File: config.mk
export PLATFORM = sky130hd
export DESIGN_NAME = lsu_input_bank_dbnc
export DESIGN_NICKNAME = d
export VERILOG_FILES = /design/src/rtl/lsu_pkg.sv /design/src/rtl/in_debounce.sv /design/src/rtl/lsu_input_bank_dbnc.sv
export SDC_FILE = /design/constraint.sdc
export NUM_CORES = 1
export LEC_CHECK = 0
export CORE_MARGIN = 10
export CORE_UTILIZATION = 45
export DETAILED_ROUTE_END_ITERATION = 8
export GPL_TIMING_DRIVEN = 0
export HOLD_SLACK_MARGIN = 0.12
export PLACE_DENSITY = 0.63
export SLEW_MARGIN = 20
export SYNTH_ARGS = -nofsm -noshare
export SYNTH_HDL_FRONTEND = slang
export SYNTH_HIERARCHICAL = 1
export SYNTH_SLANG_ARGS = --single-unit
File: constraint.sdc
create_clock -name i_clk -period 7.65 [get_ports i_clk]
set_clock_uncertainty 0.1 [all_clocks]
set_input_delay 0.765 -clock i_clk [delete_from_list [all_inputs] [get_ports i_clk]]
set_output_delay 0.765 -clock i_clk [all_outputs]
set_load 0.01 [all_outputs]
File: src/rtl/lsu_pkg.sv
// Shared definitions for the LSU input bank: load funct3 codes, map offsets and
// a helper giving the number of bytes a load touches.
package lsu_pkg;

  typedef enum logic [2:0] {
    F3_LB  = 3'b000,
    F3_LH  = 3'b001,
    F3_LW  = 3'b010,
    F3_LBU = 3'b100,
    F3_LHU = 3'b101
  } funct3_e;

  localparam int OFS_SW    = 'h00;
  localparam int OFS_KEY   = 'h10;
  localparam int OFS_EV    = 'h14;
  localparam int MAP_BYTES = 32;

  // Bytes covered by a load; unsupported codes cover nothing.
  function automatic int unsigned access_bytes(input logic [2:0] funct3);
    case (funct3)
      F3_LB, F3_LBU: return 1;
      F3_LH, F3_LHU: return 2;
      F3_LW:         return 4;
      default:       return 0;
    endcase
  endfunction

endpackage

File: src/rtl/in_debounce.sv
// Two-flop synchroniser followed by a per-bit stability counter. A new level is
// accepted only after DB_CYCLES consecutive cycles that differ from the old one.
module in_debounce #(
  parameter int W         = 4,
  parameter int DB_CYCLES = 20
) (
  input  logic         i_clk,
  input  logic         i_rst_n,
  input  logic [W-1:0] i_raw,
  output logic [W-1:0] o_stable,
  output logic [W-1:0] o_rise
);

  localparam int CW = $clog2(DB_CYCLES);

  logic [W-1:0]  r_sync1;
  logic [W-1:0]  r_sync2;
  logic [W-1:0]  r_stable;
  logic [CW-1:0] r_cnt [W];
  logic [W-1:0]  w_accept;

  // NOTE: non-blocking assignments in clocked blocks keep every flop sampling
  // pre-edge values, which is what makes the sync chain two stages deep.
  always_ff @(posedge i_clk or negedge i_rst_n) begin
    if (!i_rst_n) begin
      r_sync1 <= '0;
      r_sync2 <= '0;
    end else begin
      r_sync1 <= i_raw;
      r_sync2 <= r_sync1;
    end
  end

  // NOTE: the counter array is reset, not left to settle, so a reset in the
  // middle of a debounce window discards the partial count.
  always_ff @(posedge i_clk or negedge i_rst_n) begin
    if (!i_rst_n) begin
      r_stable <= '0;
      for (int i = 0; i < W; i++) r_cnt[i] <= '0;
    end else begin
      for (int i = 0; i < W; i++) begin
        if (r_sync2[i] == r_stable[i]) begin
          r_cnt[i] <= '0;
        end else if (w_accept[i]) begin
          r_stable[i] <= r_sync2[i];
          r_cnt[i]    <= '0;
        end else begin
          r_cnt[i] <= r_cnt[i] + 1'b1;
        end
      end
    end
  end

  // Rise is flagged in the cycle whose closing edge accepts the new high level,
  // so the event flag and the debounced level appear together.
  always_comb begin
    for (int i = 0; i < W; i++) begin
      w_accept[i] = (r_sync2[i] != r_stable[i]) && (r_cnt[i] == CW'(DB_CYCLES - 1));
    end
  end

  assign o_stable = r_stable;
  assign o_rise   = w_accept & r_sync2 & ~r_stable;

endmodule

File: src/rtl/lsu_input_bank_dbnc.sv
// Read-only LSU peripheral bank exposing debounced switches, keypad columns and
// sticky keypad rise events (cleared by any load that covers the event byte).
module lsu_input_bank_dbnc
  import lsu_pkg::*;
#(
  parameter int SW_W      = 32,
  parameter int KEY_W     = 4,
  parameter int DB_CYCLES = 20,
  parameter int ADDR_W    = 6
) (
  input  logic              i_clk,
  input  logic              i_rst_n,
  input  logic [ADDR_W-1:0] pi_lsu_addr,
  input  logic              penable_i,
  input  logic [2:0]        pfunct_code_i,
  input  logic [SW_W-1:0]   pwdata_i_1,
  input  logic [KEY_W-1:0]  pwdata_i_2,
  output logic [31:0]       prdata_o,
  output logic              o_key_irq
);

  // Index width wide enough that addr+3 never wraps and MAP_BYTES is representable.
  localparam int IW = ((ADDR_W > 5) ? ADDR_W : 5) + 1;

  logic [SW_W-1:0]  w_sw_stable;
  logic [SW_W-1:0]  w_sw_rise_unused;
  logic [KEY_W-1:0] w_key_stable;
  logic [KEY_W-1:0] w_key_rise;

  logic [KEY_W-1:0] r_ev;
  logic             r_irq;
  logic [KEY_W-1:0] w_ev_next;

  logic [31:0]       w_sw32;
  logic [7:0]        w_key8;
  logic [7:0]        w_ev8;
  logic [7:0]        w_byte [4];
  logic [IW-1:0]     w_idx;
  logic              w_covers_ev;
  logic              w_ev_clr;
  logic [31:0]       w_rdata;
  int unsigned       w_nbytes;

  in_debounce #(.W(SW_W), .DB_CYCLES(DB_CYCLES)) u_sw_dbnc (
    .i_clk    (i_clk),
    .i_rst_n  (i_rst_n),
    .i_raw    (pwdata_i_1),
    .o_stable (w_sw_stable),
    .o_rise   (w_sw_rise_unused)
  );

  in_debounce #(.W(KEY_W), .DB_CYCLES(DB_CYCLES)) u_key_dbnc (
    .i_clk    (i_clk),
    .i_rst_n  (i_rst_n),
    .i_raw    (pwdata_i_2),
    .o_stable (w_key_stable),
    .o_rise   (w_key_rise)
  );

  // NOTE: every always_comb output gets a default before any conditional
  // assignment, so no path can leave a latch behind.
  always_comb begin
    w_sw32 = '0;
    w_key8 = '0;
    w_ev8  = '0;
    w_sw32[SW_W-1:0] = w_sw_stable;
    w_key8[KEY_W-1:0] = w_key_stable;
    w_ev8[KEY_W-1:0]  = r_ev;
  end

  // Byte gather: little-endian from addr..addr+3, no wrap past the map.
  always_comb begin
    w_nbytes    = access_bytes(pfunct_code_i);
    w_covers_ev = 1'b0;
    w_idx       = '0;
    for (int k = 0; k < 4; k++) begin
      w_idx     = IW'(pi_lsu_addr) + IW'(k);
      w_byte[k] = 8'h00;
      if (w_idx < IW'(OFS_SW + 4)) begin
        w_byte[k] = w_sw32[8*w_idx[1:0] +: 8];
      end else if (w_idx == IW'(OFS_KEY)) begin
        w_byte[k] = w_key8;
      end else if (w_idx == IW'(OFS_EV)) begin
        w_byte[k] = w_ev8;
      end
      if ((k < int'(w_nbytes)) && (w_idx == IW'(OFS_EV))) w_covers_ev = 1'b1;
    end
  end

  always_comb begin
    w_rdata = '0;
    case (pfunct_code_i)
      F3_LB:   w_rdata = {{24{w_byte[0][7]}}, w_byte[0]};
      F3_LH:   w_rdata = {{16{w_byte[1][7]}}, w_byte[1], w_byte[0]};
      F3_LW:   w_rdata = {w_byte[3], w_byte[2], w_byte[1], w_byte[0]};
      F3_LBU:  w_rdata = {24'h0, w_byte[0]};
      F3_LHU:  w_rdata = {16'h0, w_byte[1], w_byte[0]};
      default: w_rdata = '0;
    endcase
  end

  assign prdata_o = penable_i ? w_rdata : 32'h0;

  // Set has priority over clear-on-read so a rise coinciding with a read is kept.
  assign w_ev_clr  = penable_i && w_covers_ev;
  assign w_ev_next = (r_ev & ~{KEY_W{w_ev_clr}}) | w_key_rise;

  always_ff @(posedge i_clk or negedge i_rst_n) begin
    if (!i_rst_n) begin
      r_ev  <= '0;
      r_irq <= 1'b0;
    end else begin
      r_ev  <= w_ev_next;
      r_irq <= |w_ev_next;
    end
  end

  assign o_key_irq = r_irq;

endmodule

=== Word-level counts from Yosys, hierarchy flattened ===
Cells that the tools add are included.

* Bits in registers: 293
* Output and inout bits: 33

* Add/sub/neg operators: 39
* $lt $le $gt $ge: 8
* Equal/unequal tests: 120
* Shift-type cells: 4
* Mux-type cells: 91
* Bitwise operators: 42
* Reductions and logical operators: 81

{| class="wikitable"
|+ Operator list
! cell !! number
|-
| $mux 5 || 72
|-
| $add 5x1->5 const B || 36
|-
| $eq 5x5->1 const B || 36
|-
| $pmux 32 s5 || 1
|-
| $shiftx 32x6->8 || 4
|-
| $reduce_and 2->1 || 36
|-
| $lt 3x32->1 const A || 2
|-
| $eq 7x5->1 const B || 6
|-
| $logic_and 1x1->1 || 41
|-
| $eq 1x1->1 || 36
|-
| $ne 1x1->1 || 36
|-
| $not 1->1 || 36
|-
| $lt 1x32->1 const A || 1
|-
| $lt 2x32->1 const A || 1
|-
| $mux 32 || 1
|-
| $mux 4 || 8
|-
| $mux 8 || 4
|-
| $lt 7x3->1 const B || 3
|-
| $add 6x2->7 const B || 2
|-
| $and 4x4->4 || 3
|-
| $eq 6x5->1 const B || 2
|-
| $pmux 3 s3 || 1
|-
| $not 4->4 || 2
|-
| $add 6x1->7 const B || 1
|-
| 9 further kinds || 14
|}

=== Longest topological paths before layout ===
Gate-level depths: netlist of the first run.

* Depth in word-level cells: 14
* Depth in mapped cells: 9
* Gate-level depth less buffers: 7

=== By module ===
The synthesis of the first run kept the hierarchy.

{| class="wikitable"
|+ Modules (own cells, without submodules)
! module !! times used !! cells each !! area each (sq um) !! sequential area each (sq um)
|-
| in_debounce (u_sw_dbnc) || 1 || 792 || 10279.9 || 6406.1
|-
| lsu_input_bank_dbnc || 1 || 240 || 2168.3 || 125.1
|-
| in_debounce (u_key_dbnc) || 1 || 104 || 1365.1 || 800.8
|}

=== Least setup slack after synthesis of the first run ===
No wires, ideal clock.

* Path kind: input to output
* Start point: in pi_lsu_addr[1]
* End point: out prdata_o[20]
* Arrival: 2.967 ns
* Data required time: 6.785 ns
* Path slack: 3.818 ns
* Stages: 9
* Buffers on the path: 3
* Path through: buf_2 buf_1 inv_1 ha_1 clkbuf_2 mux4_2 nor2b_1 a21boi_1 a21oi_1

* Longest elaborated chain between the ends: 5
* Elaborated cells on any way between the ends: 13
* Classes of those cells: 2 x add/sub; 3 x order compare; 3 x shift; 5 x mux

{| class="wikitable"
|+ Ends and longest elaborated chain
! what !! line !! text
|-
| from (decl) || lsu_input_bank_dbnc.sv:13 || <nowiki>input logic [ADDR_W-1:0] pi_lsu_addr,</nowiki>
|-
| $add 6x2->7 or $add 6x1->7 (tied branches) || lsu_input_bank_dbnc.sv:77 || <nowiki>w_idx = IW'(pi_lsu_addr) + IW'(k);</nowiki>
|-
| $shiftx 32x6->8 or $lt 7x3->1 (tied branches) || lsu_input_bank_dbnc.sv:80, lsu_input_bank_dbnc.sv:79 ||
|-
| $mux 8 || lsu_input_bank_dbnc.sv:79 || <nowiki>if (w_idx < IW'(OFS_SW + 4)) begin</nowiki>
|-
| $pmux 32 s5 * || lsu_input_bank_dbnc.sv:92 || <nowiki>case (pfunct_code_i)</nowiki>
|-
| $mux 32 * || lsu_input_bank_dbnc.sv:102 || <nowiki>assign prdata_o = penable_i ? w_rdata : 32'h0;</nowiki>
|-
| to (decl) || lsu_input_bank_dbnc.sv:18 || <nowiki>output logic [31:0] prdata_o,</nowiki>
|}

Mark *: on every way between the ends. The rest lies on a longest branch, timed or not.

=== Final worst setup path of the first run ===
* Start point: in pi_lsu_addr[1]
* End point: out prdata_o[11]

* Longest elaborated chain between the ends: 7
* Elaborated cells on any way between the ends: 13
* Classes of those cells: 1 x add/sub; 2 x order compare; 2 x eq/ne; 2 x shift; 6 x mux

{| class="wikitable"
|+ Ends and longest elaborated chain
! what !! line
|-
| branches (longest 5 deep; another with $add 6x1->7) || --
|-
| $pmux 32 s5 * || lsu_input_bank_dbnc.sv:92
|-
| $mux 32 * || lsu_input_bank_dbnc.sv:102
|}

Every way passes the cells marked *.

==> results_tabular.tex, run 1 <==
\begin{tabular}{lr}
\hline
Metric & Value \\
\hline
\multicolumn{2}{l}{\textbf{Synthesis}} \\
\quad Count of synthesis-stage warnings from yosys & 6 \\
\quad Post-Syn Area per Cell & 12.3 um2 \\
\quad Post-Syn Nets & 1196 \\
\quad Cell count after synthesis & 1104 \\
\quad Total standard cell area after synthesis & 13600 um2 \\
\multicolumn{2}{l}{\textbf{Clock network}} \\
\quad Max clock buf depth & 3 \\
\quad Number of sinks on the clock net & 293 \\
\quad Post-cts sizing count & 0 \\
\quad Clock slew seen by the registers of the worst setup and hold paths & 60 ps \\
\quad Clock network latency to the later pin of the worst-skew pair & 570 ps \\
\quad CTS H-Tree Depth & 1 \\
\quad Root buffer cell & clkbuf\_16 \\
\quad Setup Buffers After CTS & 0 \\
\quad TritonCTS buffer count & 31 \\
\quad TritonCTS clock tree & yes \\
\multicolumn{2}{l}{\textbf{Power and ir drop}} \\
\quad Clock network power share & 44.9\% \\
\quad Power per standard cell area & 217 nW/um2 \\
\quad Part of the power in registers & 48.2\% \\
\quad Net switching power figure & 0.803 mW \\
\quad Combinational share of power & 6.9\% \\
\quad IR drop worst, VDD & 0.158 mV \\
\quad Cell internal pwr & 2.67 mW \\
\quad Switching fraction of total power & 23.2\% \\
\quad Static leakage & 7.09 nW \\
\multicolumn{2}{l}{\textbf{Placed design}} \\
\quad Final RePlAce weighted congestion & 0.933 \\
\quad Estimated wirelength of the detail-placed design & 19700 um \\
\quad Setup Slack @ Placement & 1560 ps \\
\quad Number of input and output port buffers inserted & 78 \\
\quad Dpl cell area & 14900 um2 \\
\multicolumn{2}{l}{\textbf{Timing}} \\
\quad Setup TNS & 0 ps \\
\quad Final Hold Fails & 0 \\
\quad Final setup violation count & 0 \\
\quad Final Critical Period & 6160 ps \\
\quad Least setup slack across all paths after layout & 1490 ps \\
\quad Max frequency & 162 MHz \\
\quad Final period util & 80.6\% \\
\quad Final max-slew violation count & 0 \\
\quad Worst Tran Pin Value & 753 ps \\
\quad Hold WS & 245 ps \\
\quad RSZ-0062 raised after global routing & false \\
\quad Max-Slew Margin vs Limit & 49.4\% \\
\multicolumn{2}{l}{\textbf{Routing}} \\
\quad Count of antenna-violating nets left after detailed routing & 0 \\
\quad Detailed Route Iter0 Violations & 554 \\
\quad Average via count per standard cell & 5.36 \\
\quad Post-route DRC violation count & 0 \\
\quad Vias & 8745 \\
\quad Pre-antenna DRT Iters & 6 \\
\quad Detail-routed net length per standard cell & 16.9 um \\
\quad Post-Route WL & 27600 um \\
\multicolumn{2}{l}{\textbf{Layout}} \\
\quad Layout overhead on the synthesized area & 18.0\% \\
\quad \# diodes & 0 \\
\quad Final layout net count & 1311 \\
\quad Share of post-route cells with drive strength above 1 & 12.6\% \\
\quad Final instance area & 16000 um2 \\
\quad Layout Utilization & 53.9\% \\
\multicolumn{2}{l}{\textbf{Floorplan}} \\
\quad Core Region & 29700 um2 \\
\quad Area enclosed by the die boundary & 37500 um2 \\
\quad DIE HEIGHT & 194 um \\
\quad Width of the die & 194 um \\
\quad Effective utilization at floorplan & 45.6\% \\
\quad Top-Level Pins & 81 \\
\quad Placement Rows & 63 \\
\multicolumn{2}{l}{\textbf{Global routing}} \\
\quad Initial antenna violation count & 0 \\
\quad Wire length of the first global-routing pass & 46100 um \\
\quad GR Util All Layers & 14.5\% \\
\quad Grt total ovfl & 0 \\
\quad Via count of the first global-routing pass & 8945 \\
\quad Largest net degree at the start of global routing & 82 \\
\multicolumn{2}{l}{\textbf{Outcome}} \\
\quad Run status & finished, final reports clean \\
\multicolumn{2}{l}{\textbf{Setup path}} \\
\quad Critical path data arrival time & 5300 ps \\
\quad Startpoint types & input port \\
\quad Largest fanout on the critical path & 10 \\
\quad Kind of end point of the critical path & output port \\
\quad Critical setup path kind & in2out \\
\quad Required arrival time at the worst endpoint & 6780 ps \\
\multicolumn{2}{l}{\textbf{Hold path}} \\
\quad Hold Path Class & reg2reg \\
\multicolumn{2}{l}{\textbf{Run}} \\
\quad \# Max-Cap Violations & 0 \\
\hline
\end{tabular}
[cells in the final DEF (no fill, tap or decap), types with 5 or more instances in the layout]
cell,count
xnor2_1,36
mux2_2,30
inv_1,10
nand3b_1,11
a21oi_1,33
nand2_1,58
and2_1,11
ha_1,44
a21o_1,10
and3_1,27
xor2_1,97
nor2_1,134
clkbuf_1,8
clkbuf_16,31
nand3_1,83
nand2b_1,10
nor2b_1,18
buf_2,8
clkdlybuf4s50_1,77
mux2_1,9
a32oi_1,6
nand2b_4,8
nand4bb_1,27
mux4_2,32
clkbuf_8,9
nor3_1,16
nor3b_4,7
dfrtp_1,293
or2b_1,7
a211oi_1,11
nor3b_1,5
[critical path: stages]
cell	delay, ps
clkdlybuf4s50_1	710
buf_2	370
buf_1	620
inv_1	220
ha_1	330
clkbuf_2	280
buf_1	580
mux4_2	350
nor2_1	50
o31ai_1	370
clkdlybuf4s50_1	630
[per-layer routing]
| metal | track usage [%] | wire, um | part of all wire, % |
|---|---|---|---|
| met3 | 3.39 | 1580 | 5.7 |
| met1 | 19.9 | 12800 | 46 |
| met4 | 3.89 | 663 | 2.4 |
| met2 | 22.7 | 12500 | 45 |
| met5 | 0 | 0 | 0 |
[flip-flops by register name, summed over array words and instances, names as in the netlist]
| name | cells |
|---|---|
| u_sw_dbnc/r_cnt | 160 |
| u_key_dbnc/r_sync2 | 4 |
| r_ev | 4 |
| u_sw_dbnc/o_stable | 32 |
| u_key_dbnc/r_sync1 | 4 |
| o_key_irq | 1 |
| u_sw_dbnc/r_sync2 | 32 |
| u_sw_dbnc/r_sync1 | 32 |
| u_key_dbnc/r_cnt | 20 |
| u_key_dbnc/o_stable | 4 |
[layout make-up]
type | count | area (um2)
Buffer | 18 | 105
Clock buffer | 46 | 922
Clock inverter | 11 | 159
Fill cell | 2505 | 13700
Inverter | 11 | 41.3
Multi-Input combinational cell | 782 | 6090
Sequential cell | 293 | 7330
Tap cell | 390 | 488
Timing Repair Buffer | 82 | 878
[worst paths after layout]
| path | start | endpoint | slack [ps] | cells past startpoint |
|---|---|---|---|---|
| setup reg to reg | u_key_dbnc/r_cnt[5]$_DFF_PN0_ | o_key_irq$_DFF_PN0_ | 5900 | 7 |
| min in group asynchronous | i_rst_n | u_sw_dbnc/r_cnt[67]$_DFF_PN0_ | 670 | 2 |
| max in group asynchronous | i_rst_n | u_sw_dbnc/r_sync1[1]$_DFF_PN0_ | 5320 | 5 |
| setup / recovery | pi_lsu_addr[1] | prdata_o[11] | 1490 | 11 |
| hold reg to reg | u_sw_dbnc/r_sync1[21]$_DFF_PN0_ | u_sw_dbnc/r_sync2[21]$_DFF_PN0_ | 240 | 0 |
| hold / removal | u_sw_dbnc/r_sync1[21]$_DFF_PN0_ | u_sw_dbnc/r_sync2[21]$_DFF_PN0_ | 240 | 0 |
[through the flow]
stage	total power [mW]	cells
2_1_floorplan	1.83	1104
3_3_place_gp	1.93	1572
3_5_place_dp	1.94	1575
4_1_cts	3.53	1633
5_1_grt	3.63	1633
6_report	3.47	1633
[power by group through the flow]
stage / clock (mW) / combinational (mW) / sequential, mW
4_1_cts: 1.61 / 0.245 / 1.67
6_report: 1.56 / 0.239 / 1.67
3_5_place_dp: 0 / 0.242 / 1.70
5_1_grt: 1.67 / 0.273 / 1.68
2_1_floorplan: 0 / 0.145 / 1.68
3_3_place_gp: 0 / 0.231 / 1.70
[repair_timing]
| action | in CTS | in global routing |
|---|---|---|
| hold buffers | 1 | 0 |
| setup endpoints to repair | 0 | 0 |
| hold endpoints to repair | 75 | 0 |
No activity file was read; power rests on OpenSTA's default activity.
==> run 2, diff against run 1 <==
==> constraint.sdc (replaced) <==
create_clock -name i_clk -period 6.34 [get_ports i_clk]
set_clock_uncertainty 0.1 [all_clocks]
set_input_delay 0.634 -clock i_clk [delete_from_list [all_inputs] [get_ports i_clk]]
set_output_delay 0.634 -clock i_clk [all_outputs]
set_load 0.01 [all_outputs]
==> results of run 2 <==
Same layout as run 1 (identical final DEF). Status: finished, final reports clean.
Main changes from that run: setup slack after placement 1560 ps -> 510 ps; setup slack after layout 1490 ps -> 439 ps; register-to-register setup slack 5900 ps -> 4590 ps; total power 3.47 mW -> 4.19 mW; worst IR drop on VDD 0.158 mV -> 0.191 mV
==> run 3, diff against run 2 <==
--- a/config.mk
+++ b/config.mk
@@ -8,6 +8,7 @@
 export CORE_MARGIN = 10
 export CORE_UTILIZATION = 45
 export DETAILED_ROUTE_END_ITERATION = 8
+export GPL_ROUTABILITY_DRIVEN = 0
 export GPL_TIMING_DRIVEN = 0
 export HOLD_SLACK_MARGIN = 0.12
 export PLACE_DENSITY = 0.63
==> results of run 3 <==
Same layout as run 1 (identical final DEF). Status: finished, final reports clean.
Main changes from that run: setup slack after placement 1560 ps -> 510 ps; setup slack after layout 1490 ps -> 439 ps; register-to-register setup slack 5900 ps -> 4590 ps; total power 3.47 mW -> 4.19 mW; worst IR drop on VDD 0.158 mV -> 0.191 mV
